$ cat src/rtl/hdmi_mode_sequencer.sv
// Mode/pattern change sequencer: latches host requests, applies them atomically to the
// sync and pattern blocks on a frame boundary, then waits SETTLE_FRAMES before reporting stable.
module hdmi_mode_sequencer #(
    parameter int widthAddr     = 12,
    parameter int heightAddr    = 12,
    parameter int SETTLE_FRAMES = 2
) (
    input  logic                  CLK,
    input  logic                  nRST,
    input  logic                  setMode__ENA,
    input  logic [1:0]            setMode_mode,
    output logic                  setMode__RDY,
    input  logic                  setPattern__ENA,
    input  logic [7:0]            setPattern_pattern,
    input  logic [19:0]           setPattern_rampStep,
    output logic                  setPattern__RDY,
    input  logic                  vSync,
    output logic                  sync_setup__ENA,
    output logic [widthAddr-1:0]  sync_setup_ahEnd,
    output logic [widthAddr-1:0]  sync_setup_ahFrontEnd,
    output logic [widthAddr-1:0]  sync_setup_ahBackSync,
    output logic [widthAddr-1:0]  sync_setup_ahSyncWidth,
    output logic [heightAddr-1:0] sync_setup_avEnd,
    output logic [heightAddr-1:0] sync_setup_avFrontEnd,
    output logic [heightAddr-1:0] sync_setup_avBackSync,
    output logic [heightAddr-1:0] sync_setup_avSyncWidth,
    input  logic                  sync_setup__RDY,
    output logic                  pattern_setup__ENA,
    output logic [widthAddr-1:0]  pattern_setup_aactivePixels,
    output logic [heightAddr-1:0] pattern_setup_aactiveLines,
    output logic [7:0]            pattern_setup_apattern,
    output logic [19:0]           pattern_setup_arampStep,
    input  logic                  pattern_setup__RDY,
    output logic                  running,
    output logic [1:0]            modeActive,
    output logic                  badMode
);

    typedef enum logic [1:0] {UNCONF, APPLY, SETTLE, RUN} state_t;

    typedef struct packed {
        logic [widthAddr-1:0]  hEnd, hFront, hBack, hSw;
        logic [heightAddr-1:0] vEnd, vFront, vBack, vSw;
    } timing_t;

    function automatic timing_t f_timing(input logic [1:0] m);
        timing_t t;
        t.hEnd = widthAddr'(2200);  t.hFront = widthAddr'(1920);
        t.hBack = widthAddr'(2008); t.hSw = widthAddr'(44);
        t.vEnd = heightAddr'(1125); t.vFront = heightAddr'(1080);
        t.vBack = heightAddr'(1084); t.vSw = heightAddr'(5);
        case (m)
            2'd1: begin
                t.hEnd = widthAddr'(1650);  t.hFront = widthAddr'(1280);
                t.hBack = widthAddr'(1390); t.hSw = widthAddr'(40);
                t.vEnd = heightAddr'(750);  t.vFront = heightAddr'(720);
                t.vBack = heightAddr'(725); t.vSw = heightAddr'(5);
            end
            2'd2: begin
                t.hEnd = widthAddr'(858);   t.hFront = widthAddr'(720);
                t.hBack = widthAddr'(736);  t.hSw = widthAddr'(62);
                t.vEnd = heightAddr'(525);  t.vFront = heightAddr'(480);
                t.vBack = heightAddr'(489); t.vSw = heightAddr'(6);
            end
            default: ;
        endcase
        return t;
    endfunction

    state_t      r_state, w_next;
    logic        r_vsync_d;
    logic [1:0]  r_mode_pend, r_mode_active;
    logic        r_mode_pflag, r_pat_pflag;
    logic [7:0]  r_pat_pend, r_pat_app;
    logic [19:0] r_ramp_pend, r_ramp_app;
    logic        r_bad, r_running, w_run_next;
    logic [3:0]  r_settle_cnt, w_cnt_next;

    logic        w_rise, w_any, w_rdy, w_fire, w_apply, w_zero;
    logic [1:0]  w_mode_sel;
    logic [7:0]  w_pat_sel;
    logic [19:0] w_ramp_sel;
    timing_t     w_tim;

    assign w_rise  = vSync && !r_vsync_d;
    assign w_any   = r_mode_pflag || r_pat_pflag;
    assign w_apply = (r_state == APPLY);
    assign w_rdy   = !w_apply;
    assign w_fire  = w_apply && sync_setup__RDY && pattern_setup__RDY;
    assign w_zero  = (r_state == UNCONF);

    // In APPLY the outputs preview the pending change; otherwise they hold what was applied.
    assign w_mode_sel = r_mode_pflag ? r_mode_pend : r_mode_active;
    assign w_pat_sel  = (w_apply && r_pat_pflag) ? r_pat_pend  : r_pat_app;
    assign w_ramp_sel = (w_apply && r_pat_pflag) ? r_ramp_pend : r_ramp_app;
    assign w_tim      = f_timing(w_apply ? w_mode_sel : r_mode_active);

    assign setMode__RDY    = w_rdy;
    assign setPattern__RDY = w_rdy;
    assign sync_setup__ENA    = w_fire;
    assign pattern_setup__ENA = w_fire;

    assign sync_setup_ahEnd       = w_zero ? '0 : w_tim.hEnd;
    assign sync_setup_ahFrontEnd  = w_zero ? '0 : w_tim.hFront;
    assign sync_setup_ahBackSync  = w_zero ? '0 : w_tim.hBack;
    assign sync_setup_ahSyncWidth = w_zero ? '0 : w_tim.hSw;
    assign sync_setup_avEnd       = w_zero ? '0 : w_tim.vEnd;
    assign sync_setup_avFrontEnd  = w_zero ? '0 : w_tim.vFront;
    assign sync_setup_avBackSync  = w_zero ? '0 : w_tim.vBack;
    assign sync_setup_avSyncWidth = w_zero ? '0 : w_tim.vSw;
    assign pattern_setup_aactivePixels = w_zero ? '0 : w_tim.hFront;
    assign pattern_setup_aactiveLines  = w_zero ? '0 : w_tim.vFront;
    assign pattern_setup_apattern      = w_zero ? '0 : w_pat_sel;
    assign pattern_setup_arampStep     = w_zero ? '0 : w_ramp_sel;

    assign running    = r_running;
    assign modeActive = r_mode_active;
    assign badMode    = r_bad;

    always_comb begin
        w_next     = r_state;
        w_cnt_next = r_settle_cnt;
        w_run_next = r_running;
        case (r_state)
            UNCONF: if (w_any) w_next = APPLY;
            APPLY: if (w_fire) begin
                w_next     = SETTLE;
                w_cnt_next = '0;
                w_run_next = 1'b0;
            end
            SETTLE: if (w_rise) begin
                if (w_any) begin
                    w_next = APPLY;
                end else if (r_settle_cnt == 4'(SETTLE_FRAMES - 1)) begin
                    w_next     = RUN;
                    w_run_next = 1'b1;
                end else begin
                    w_cnt_next = r_settle_cnt + 4'd1;
                end
            end
            RUN: if (w_rise && w_any) w_next = APPLY;
            default: w_next = UNCONF;
        endcase
    end

    always_ff @(posedge CLK or negedge nRST) begin
        if (!nRST) begin
            r_state      <= UNCONF;
            r_settle_cnt <= '0;
            r_running    <= 1'b0;
        end else begin
            r_state      <= w_next;
            r_settle_cnt <= w_cnt_next;
            r_running    <= w_run_next;
        end
    end

    always_ff @(posedge CLK or negedge nRST) begin
        if (!nRST) begin
            r_vsync_d     <= 1'b0;
            r_mode_pend   <= '0;
            r_mode_pflag  <= 1'b0;
            r_mode_active <= '0;
            r_pat_pend    <= '0;
            r_ramp_pend   <= '0;
            r_pat_pflag   <= 1'b0;
            r_pat_app     <= '0;
            r_ramp_app    <= '0;
            r_bad         <= 1'b0;
        end else begin
            r_vsync_d <= vSync;
            if (w_fire) begin
                r_mode_pflag  <= 1'b0;
                r_pat_pflag   <= 1'b0;
                r_mode_active <= w_mode_sel;
                if (r_pat_pflag) begin
                    r_pat_app  <= r_pat_pend;
                    r_ramp_app <= r_ramp_pend;
                end
            end
            // Requests cannot be accepted while firing, so these never collide with the clears above.
            if (setMode__ENA && w_rdy) begin
                if (setMode_mode == 2'd3) begin
                    r_bad <= 1'b1;
                end else begin
                    r_mode_pend  <= setMode_mode;
                    r_mode_pflag <= 1'b1;
                end
            end
            if (setPattern__ENA && w_rdy) begin
                r_pat_pend  <= setPattern_pattern;
                r_ramp_pend <= setPattern_rampStep;
                r_pat_pflag <= 1'b1;
            end
        end
    end

endmodule
$ cat config.mk
export PLATFORM = sky130hd
export DESIGN_NAME = hdmi_mode_sequencer
export DESIGN_NICKNAME = d
export VERILOG_FILES = /design/src/rtl/hdmi_mode_sequencer.sv
export SDC_FILE = /design/constraint.sdc
export NUM_CORES = 1
export LEC_CHECK = 0
export BUFFER_PORTS_ARGS = -buffer_cell sky130_fd_sc_hd__buf_2
export CORE_UTILIZATION = 43
export CTS_CLUSTER_DIAMETER = 80
export DETAILED_ROUTE_END_ITERATION = 8
export GPL_ROUTABILITY_DRIVEN = 0
export PLACE_DENSITY = 0.79
export REMOVE_ABC_BUFFERS = 1
export SYNTH_ARGS = -nofsm -noshare
export SYNTH_HDL_FRONTEND = slang
export SYNTH_SLANG_ARGS = --single-unit
$ cat constraint.sdc
create_clock -name CLK -period 2.1 [get_ports CLK]
set_clock_uncertainty 0.1 [all_clocks]
set_input_delay 0.105 -clock CLK [delete_from_list [all_inputs] [get_ports CLK]]
set_output_delay 0.105 -clock CLK [all_outputs]
set_load 0.01 [all_outputs]
==> flow_metrics.py, run 1 <==
metrics = {
    "run_status": {
        "outcome": "complete, but fails checks",
        "violations": "negative setup slack",
    },
    "sta": {
        "finalSetupViolCount": 96,
        "clock.fmax_mhz": 444,
        "rsz0062_at_grt": "yes",
        "min_period_over_period_pct": 107,
        "hold_violations": 0,
        "tightest_slew_ps": 571,
        "slew_violations": 0,
        "worst_slack_ps": -154,
        "tns_ps": -7750,
        "holdWs_ps": 105,
        "post-route-min-period_ps": 2250,
        "slew_headroom_pct": 61.9,
    },
    "clocking": {
        "clk_pin_slew_ps": 80,
        "cts_tree": "done",
        "clkLatencyLatePin_ps": 340,
        "htreeDepth": 3,
        "cts_num_sinks": 71,
        "cts_root_buffer": "clkbuf_8",
        "clk_path_buf_depth": 2,
        "cts_buffers": 9,
    },
    "place": {
        "portBuffers": 147,
        "place_inst": 637,
        "dpl_cell_area_mm2": 0.00462,
        "dpl.hpwl_um": 6460,
        "dp_slack_ps": -111,
    },
    "drt": {
        "dr_wl_met2_um": 5960,
        "routed_wl_um": 10800,
        "drt-met1-wl_um": 4310,
        "drc_errors": 0,
        "drt_iter0_markers": 83,
        "top_layer": "met4",
        "wl_per_cell_um": 15.5,
        "wl_met3_um": 373,
        "num_vias": 3313,
        "firstDrtPassIters": 4,
        "ant_nets": 0,
        "routed_via_density": 4.73,
    },
    "critical_path": {
        "cp_max_fo": 5,
        "worstRegToRegCells": 8,
        "path_class": "reg2out",
        "start_kind": "flip-flop",
        "end_kind": "output port",
        "arrival_ps": 2050,
        "timing.rr.end": "r_settle_cnt[3]",
        "cp.required_ps": 1890,
        "timing.rr.start": "r_state[0]",
        "rrSetupSlack_ps": 10,
    },
    "layout": {
        "design_area_mm2": 0.00587,
        "register_area_mm2": 0.00178,
        "area_delta_synth_final_pct": 37.8,
        "layout-drive-gt1-share_pct": 57.2,
        "nNetsFinal": 615,
        "layout.cells.non_filler": 701,
        "antenna_cells": 0,
        "multiInputGateArea_mm2": 0.00203,
        "nFillCells": 752,
        "fin_util_pct": 62.4,
    },
    "logic_synthesis": {
        "synth-edff-count": 0,
        "netlist_area_mm2": 0.00426,
        "ys_ff_latch": 71,
        "syn_area_per_cell_um2": 10.0,
        "yosysWarningCount": 0,
        "ys.flop_type": "dfrtp_1",
        "ys_seq_area_share_pct": 41.7,
        "synth_cell_types": 28,
        "syn_inst": 424,
        "synthArstFlopShare_pct": 100,
    },
    "die": {
        "rows": 35,
        "die-area_mm2": 0.0103,
        "io_pins": 193,
        "core_area_mm2": 0.00942,
        "start_util_pct": 45.2,
        "die_h_um": 102,
        "die_w_um": 102,
    },
    "global_routing": {
        "grt_pass1_wl_um": 15800,
        "grt_pass1_vias": 3228,
        "track_usage_pct": 20.1,
        "grt_max_degree": 29,
        "grt_overflow": 0,
        "antenna_found_initial": 0,
    },
    "min_path": {
        "min_path_cells": 3,
        "hp-class": "in2reg",
        "hold_path_end": "r_pat_pflag",
        "hold_start": "pattern_setup__RDY",
    },
    "pwr": {
        "leakage_nw": 2.91,
        "power_density_mw_per_mm2": 2090,
        "ir_worst_vdd_uv": 1220,
        "power.total_mw": 12.3,
    },
    "job": {
        "cap_violations": 0,
    },
}
## flip-flops by register name, summed over array words and instances (netlist names)
register	count
r_settle_cnt	4
r_vsync_d	1
running	1
r_pat_pflag	1
r_mode_pend	2
r_state	2
r_ramp_app	20
r_mode_pflag	1
badMode	1
r_pat_app	8
modeActive	2
r_pat_pend	8
r_ramp_pend	20
## worst max path at each step
stage / start / to / slack [ps] / cells past startpoint
after floorplan: r_state[1] / pattern_setup_aactiveLines[4] / -1230 / 7
after global placement: r_state[1] / sync_setup_ahSyncWidth[4] / -8 / 7
after detailed placement: r_state[1] / sync_setup_ahSyncWidth[4] / -110 / 7
after CTS: r_state[0] / pattern_setup_aactiveLines[10] / -150 / 8
after global routing: r_state[1] / sync_setup_avFrontEnd[5] / -260 / 9
final: r_state[0] / sync_setup_ahEnd[7] / -150 / 8
## critical path, cell delays in order, from the launching register on
cell	delay [ps]
dfrtp_1	410
ha_4	180
nand2_4	90
mux2i_4	240
inv_2	80
ha_4	270
nor2b_4	160
buf_6	140
buf_2	130
## cells in the mapped netlist (all sizes together), types with 4 or more instances
cell type / instances / area (µm²)
dfrtp: 71 / 1780
nand2b: 4 / 25.0
mux2i: 6 / 60.1
a21oi: 31 / 155
nor2: 6 / 22.5
clkbuf: 11 / 41.3
inv: 8 / 30.0
nand3: 7 / 35.0
mux2: 59 / 664
nor2b: 8 / 50.1
ha: 11 / 138
buf: 120 / 887
nand2: 64 / 240
## placed cells by master (no fill, tap or decap), drive strengths merged
| cell | netlist | layout |
|---|---|---|
| a21o | 3 | 3 |
| a21oi | 31 | 31 |
| a221oi | 1 | 1 |
| a22o | 1 | 1 |
| a31oi | 1 | 1 |
| a41o | 1 | 1 |
| and2 | 1 | 1 |
| buf | 120 | 182 |
| bufinv | 0 | 2 |
| clkbuf | 11 | 12 |
| clkinv | 0 | 2 |
| clkinvlp | 0 | 1 |
| conb | 1 | 45 |
| dfrtp | 71 | 71 |
| dlygate4sd3 | 0 | 34 |
| ha | 11 | 11 |
| inv | 8 | 9 |
| mux2 | 59 | 59 |
| mux2i | 6 | 6 |
| nand2 | 64 | 64 |
| nand2b | 4 | 4 |
| nand3 | 7 | 7 |
| nor2 | 6 | 6 |
| nor2b | 8 | 9 |
| nor3b | 1 | 1 |
| o211ai | 1 | 1 |
| o21ai | 3 | 3 |
| o22a | 2 | 2 |
| or4b | 2 | 2 |
## area by class of cell
type	count	area share, %
Tap cell	129	2.75
Inverter	8	0.512
Clock buffer	10	2.17
Sequential cell	71	30.3
Timing Repair Buffer	218	28.1
Clock inverter	6	1.60
Multi-Input combinational cell	259	34.6
## metal layers
metal	vias to the layer above	GRT usage [%]
met5	-	0
met4	0	7.47
met3	19	4.00
met2	119	37.4
met1	1645	22.7
li1	1530	-
## repair_timing
item,4_1_cts,5_1_grt
gates cloned,3,2
hold endpoints to repair,55,0
resized for setup,58,69
hold buffers,34,0
pin swaps,5,19
setup endpoints to repair,97,98
setup buffers,5,4
## cell families after synthesis
kind of cell	count (synthesis)	share of synthesized area [%]
other	1	0.0880
multiplexers	65	17.0
adder cells (fa/ha/maj)	11	3.23
AO/OA/AOI/OAI	44	5.93
flip-flops	71	41.7
buffers and inverters	139	22.5
AND/OR/NAND/NOR	93	9.54
## power by group
part	internal, mW	switching [mW]
registers	2.03	0.522
clock network	0.678	0.546
logic	4.27	4.24
total	6.98	5.31
(Power assumes the default switching activity.)
==> inputs of run 2 (changes only) <==
- CORE_UTILIZATION: 43 -> 45
- clock period: 2.1 -> 2.4 ns (I/O delays scaled with it)
==> flow_metrics.py, run 2 (synthesized netlist as in run 1, its figures left out) <==
metrics = {
    "run_status": {
        "outcome": "finished clean",
    },
    "sta": {
        "clock.fmax_mhz": 434,
        "holdWs_ps": 170,
        "post-route-min-period_ps": 2300,
        "hold_violations": 0,
        "slew_violations": 0,
        "worst_slack_ps": 97.7,
        "finalSetupViolCount": 0,
        "min_period_over_period_pct": 95.9,
    },
    "layout": {
        "top_regs": "r_ramp_app: 20 flops, r_ramp_pend: 20 flops",
        "antenna_cells": 0,
        "nNetsFinal": 596,
        "final_cell_mix": "buf_2, dfrtp_1, nand2_1",
        "layout.cells.non_filler": 664,
        "fin_util_pct": 57.1,
        "area_delta_synth_final_pct": 23.3,
        "layout-drive-gt1-share_pct": 46.3,
        "final_common_cell": "buf_2",
    },
    "clocking": {
        "cts_buffers": 9,
        "cts_num_sinks": 71,
        "cts_root_buffer": "clkbuf_8",
        "htreeDepth": 3,
        "clk_path_buf_depth": 2,
        "clkLatencyLatePin_ps": 340,
        "cts_tree": "done",
        "clk_pin_slew_ps": 70,
    },
    "critical_path": {
        "cp_slowest_cell": "dfrtp_2",
        "start_kind": "flip-flop",
        "end_kind": "output port",
        "cpMostUsedCell": "ha_4",
        "path_class": "reg2out",
        "arrival_ps": 2080,
        "max_stage_delay_ps": 450,
        "cp.required_ps": 2180,
        "cp_max_fo": 9,
        "worstPathCellList": "ha_4, nand2_4, mux2i_2, inv_1, ha_4, nor2b_4, buf_2",
    },
    "global_routing": {
        "track_usage_pct": 18.6,
        "grt_pass1_wl_um": 14400,
        "grt_max_degree": 72,
        "antenna_found_initial": 0,
        "grt_pass1_vias": 2989,
        "grt_overflow": 0,
    },
    "die": {
        "die-area_mm2": 0.00986,
        "rows": 35,
        "die_h_um": 99.3,
        "io_pins": 193,
        "core_area_mm2": 0.00920,
        "start_util_pct": 46.3,
        "die_w_um": 99.3,
    },
    "place": {
        "dpl.hpwl_um": 6170,
        "dp_slack_ps": 5.88,
        "place_inst": 608,
        "portBuffers": 147,
    },
    "min_path": {
        "hp-class": "in2reg",
    },
    "drt": {
        "firstDrtPassIters": 4,
        "routed_via_density": 4.74,
        "routed_wl_um": 9340,
        "ant_nets": 0,
        "wl_per_cell_um": 14.1,
        "drc_errors": 0,
        "num_vias": 3148,
        "drt_iter0_markers": 94,
    },
    "pwr": {
        "leakage_nw": 2.68,
        "power.total_mw": 8.93,
        "power_density_mw_per_mm2": 1700,
        "ir_worst_vdd_uv": 1010,
    },
    "job": {
        "cap_violations": 0,
    },
}
run 2: cell count changes in the layout (fill, tap and decap cells not counted), moves of 8 or more:
cell	before	now
buf_2	119	141
nand2_2	14	1
nand2_4	9	1
a21oi_1	5	31
a21oi_2	26	0
buf_4	24	12
nand2_1	41	62
buf_6	35	9
run 2: critical path, delay by kind of cell, from the launching register on:
family | cells | cell delay (ps)
buffers and inverters | 2 | 290
adders and majority gates | 2 | 470
and+or+nand+nor | 2 | 300
muxes | 1 | 230
DFF | 1 | 450
run 2: final timing paths:
check	startpoint	cells past startpoint	slack, ps	to
max	r_state[0]	7	100	sync_setup_ahEnd[7]
min in group asynchronous	nRST	3	230	r_pat_pflag
min	sync_setup__RDY	4	170	running
max reg2reg	r_mode_pflag	4	220	r_settle_cnt[0]
min reg2reg	r_pat_app[2]	1	410	r_pat_app[2]
max in group asynchronous	nRST	3	1640	r_ramp_app[16]
run 2: stage by stage:
stage	TNS, ps	area (µm²)
after floorplan	-73320	3500
after global placement	0	4530
after detailed placement	0	4530
after CTS	0	5110
after global routing	-327	5260
final	0	5260
run 2: repair_timing:
item                                    in CTS  in global routing
endpoints found under the setup margin      73                 83
endpoints found under the hold margin      103                  0
cloned                                       0                  2
pin swaps                                    0                  2
resized for setup                            8                 26
buffers inserted                             3                  2
hold buffers                                34                  0
run 2: layout make-up:
class                      instances  area, µm²
inverter                           8       30.0
sequential                        71       1780
timing repair buffer             200       1320
fill                             786       3940
clock inverter                     6       68.8
tap                              111        139
multi-input combinational        258       1790
clock buffer                      10        128
run 2: layer usage:
layer  vias up  routed length [µm]  global-route usage, %
met5         -                   0                      0
met4         0                 129                   8.26
met3        16                 376                   3.58
met2       122                5000                   33.3
met1      1511                3830                   21.5
li1       1499                   -                      -
run 2: power by group:
group,total [mW],leakage [nW],switching (mW),internal [mW]
clock,0.957,0.0968,0.471,0.486
sequential,2.18,0.843,0.408,1.77
combinational,5.79,1.74,3.08,2.71
total,8.93,2.68,3.96,4.97
==> inputs of run 3 (changes only) <==
- CORE_UTILIZATION: 45 -> 48
- PLACE_DENSITY: 0.79 -> 0.83
==> flow_metrics.py, run 3 (synthesized netlist as in run 1, its figures left out) <==
metrics = {
    "run_status": {
        "outcome": "finished clean",
    },
    "critical_path": {
        "path_buf_inv": 5,
        "end_kind": "output port",
        "cpMostUsedCell": "buf_4",
        "path_class": "reg2out",
        "start_kind": "flip-flop",
        "critical_path_cell_count": 7,
        "cp_top_family": "buffers and inverters",
        "arrival_ps": 2150,
        "timing.rr.end": "r_settle_cnt[0]",
        "cp.required_ps": 2180,
        "max_stage_delay_ps": 400,
        "timing.rr.start": "r_state[0]",
        "cp_max_fo": 23,
        "worstRegToRegCells": 7,
        "worstPathCellList": "buf_4, inv_1, ha_1, buf_4, nor2_2, buf_4, buf_2",
        "cp_slowest_cell": "dfrtp_1",
        "rrSetupSlack_ps": 150,
    },
    "clocking": {
        "cts_root_buffer": "clkbuf_8",
        "clkLatencyLatePin_ps": 350,
        "cts_num_sinks": 71,
        "clk_pin_slew_ps": 80,
        "clk_path_buf_depth": 2,
        "cts_tree": "done",
        "htreeDepth": 3,
        "cts_buffers": 9,
    },
    "die": {
        "core_area_mm2": 0.00864,
        "die_h_um": 96.2,
        "io_pins": 193,
        "start_util_pct": 49.3,
        "die_w_um": 96.2,
        "rows": 34,
        "die-area_mm2": 0.00926,
    },
    "pwr": {
        "pwr-share-clk_pct": 12.1,
        "p_int_mw": 5.00,
        "ir_worst_vdd_uv": 833,
        "leakage_nw": 2.69,
        "switching_share_pct": 44.2,
        "power.total_mw": 8.96,
        "seqPwrFrac_pct": 24.3,
        "power_frac_comb_pct": 63.6,
        "p_switching_mw": 3.96,
        "power_density_mw_per_mm2": 1720,
    },
    "place": {
        "portBuffers": 147,
        "dpl.hpwl_um": 6050,
        "dp_slack_ps": 118,
    },
    "layout": {
        "final_cell_mix": "buf_2, dfrtp_1, nand2_1",
        "top_regs": "r_ramp_app: 20 flops, r_ramp_pend: 20 flops",
        "layout-drive-gt1-share_pct": 46.2,
        "area_delta_synth_final_pct": 22.6,
        "multiInputGateArea_mm2": 0.00177,
        "register_area_mm2": 0.00178,
        "antenna_cells": 0,
        "final_common_cell": "buf_2",
        "nNetsFinal": 599,
        "nFillCells": 697,
    },
    "drt": {
        "firstDrtPassIters": 7,
        "drc_errors": 0,
        "routed_via_density": 4.84,
        "num_vias": 3214,
        "routed_wl_um": 9280,
        "wl_per_cell_um": 14.0,
        "drt_iter0_markers": 114,
        "ant_nets": 0,
    },
    "min_path": {
        "min_path_cells": 3,
        "hold_path_end": "r_pat_pflag",
        "hold_start": "pattern_setup__RDY",
        "hp-class": "in2reg",
    },
    "global_routing": {
        "grt_max_degree": 39,
        "grt_pass1_vias": 2866,
        "grt_pass1_wl_um": 13500,
        "grt_overflow": 0,
        "track_usage_pct": 19.6,
        "antenna_found_initial": 0,
    },
    "sta": {
        "clock.fmax_mhz": 422,
        "finalSetupViolCount": 0,
        "post-route-min-period_ps": 2370,
        "slew_violations": 0,
        "hold_violations": 0,
        "worst_slack_ps": 30.7,
        "slew_headroom_pct": 48.9,
        "tightest_slew_ps": 766,
        "rsz0062_at_grt": "yes",
        "holdWs_ps": 109,
        "tns_ps": 0,
        "min_period_over_period_pct": 98.7,
    },
    "job": {
        "cap_violations": 0,
    },
}
[run 3: cell count changes in the layout (fill, tap and decap cells not counted), moves of 2 or more]
| cell | delta |
|---|---|
| buf_12 | -2 |
| inv_6 | +2 |
| buf_4 | +6 |
| buf_6 | -5 |
| ha_4 | -2 |
| buf_2 | +4 |
[run 3: worst max path at each step]
stage	from	endpoint	slack (ps)
6_report	r_state[0]	sync_setup_avBackSync[0]	30
5_1_grt	r_state[1]	sync_setup_avFrontEnd[5]	-70
4_1_cts	r_state[0]	sync_setup_ahEnd[11]	20
3_5_place_dp	r_state[1]	sync_setup_avBackSync[8]	120
3_3_place_gp	r_state[1]	pattern_setup_aactiveLines[8]	230
2_1_floorplan	r_state[1]	pattern_setup_aactiveLines[4]	-950
[run 3: area by class of cell]
cell class                 count  area share (%)
timing repair buffer         203            24.6
tap                          108            2.59
clock inverter                 7            1.96
multi-input combinational    258            33.9
clock buffer                   9            2.37
sequential                    71            34.0
inverter                       8           0.575
[run 3: stage by stage]
step / area (µm²) / util (%) / cells
after floorplan: 3500 / - / 337
after global placement: 4520 / 52.3 / 608
after detailed placement: 4520 / 52.3 / 608
after CTS: 5140 / 59.5 / 663
after global routing: 5220 / 60.5 / 664
final: 5220 / 60.5 / 664
[run 3: per-layer routing]
metal	GRT usage, %	vias up	routed length [µm]
li1	-	1493	-
met1	22.0	1563	3670
met2	35.9	140	4980
met3	3.00	18	442
met4	9.45	0	186
met5	0	-	0
[run 3: what timing repair did]
action / CTS / global route
buffers inserted: 5 / 1
endpoints found under the hold margin: 65 / 0
hold buffers: 34 / 0
pin swaps: 0 / 1
endpoints found under the setup margin: 69 / 77
resized for setup: 7 / 15
gates cloned: 0 / 0
[run 3: worst reg2reg max path: stages, from the launching register on]
cell and delay, ps:
dfrtp_1 400, buf_4 150, inv_1 100, ha_1 430
nand2b_1 100, a22o_1 240, a21oi_1 250, mux2_2 370
[run 3: power groups by stage]
stage / registers, mW / logic [mW] / clock network (mW)
floorplan: 2.07 / 2.75 / 0
global placement: 2.12 / 5.20 / 0
detailed placement: 2.17 / 5.30 / 0
CTS: 2.15 / 5.47 / 1.12
global route: 2.24 / 6.31 / 1.16
finish: 2.17 / 5.70 / 1.09
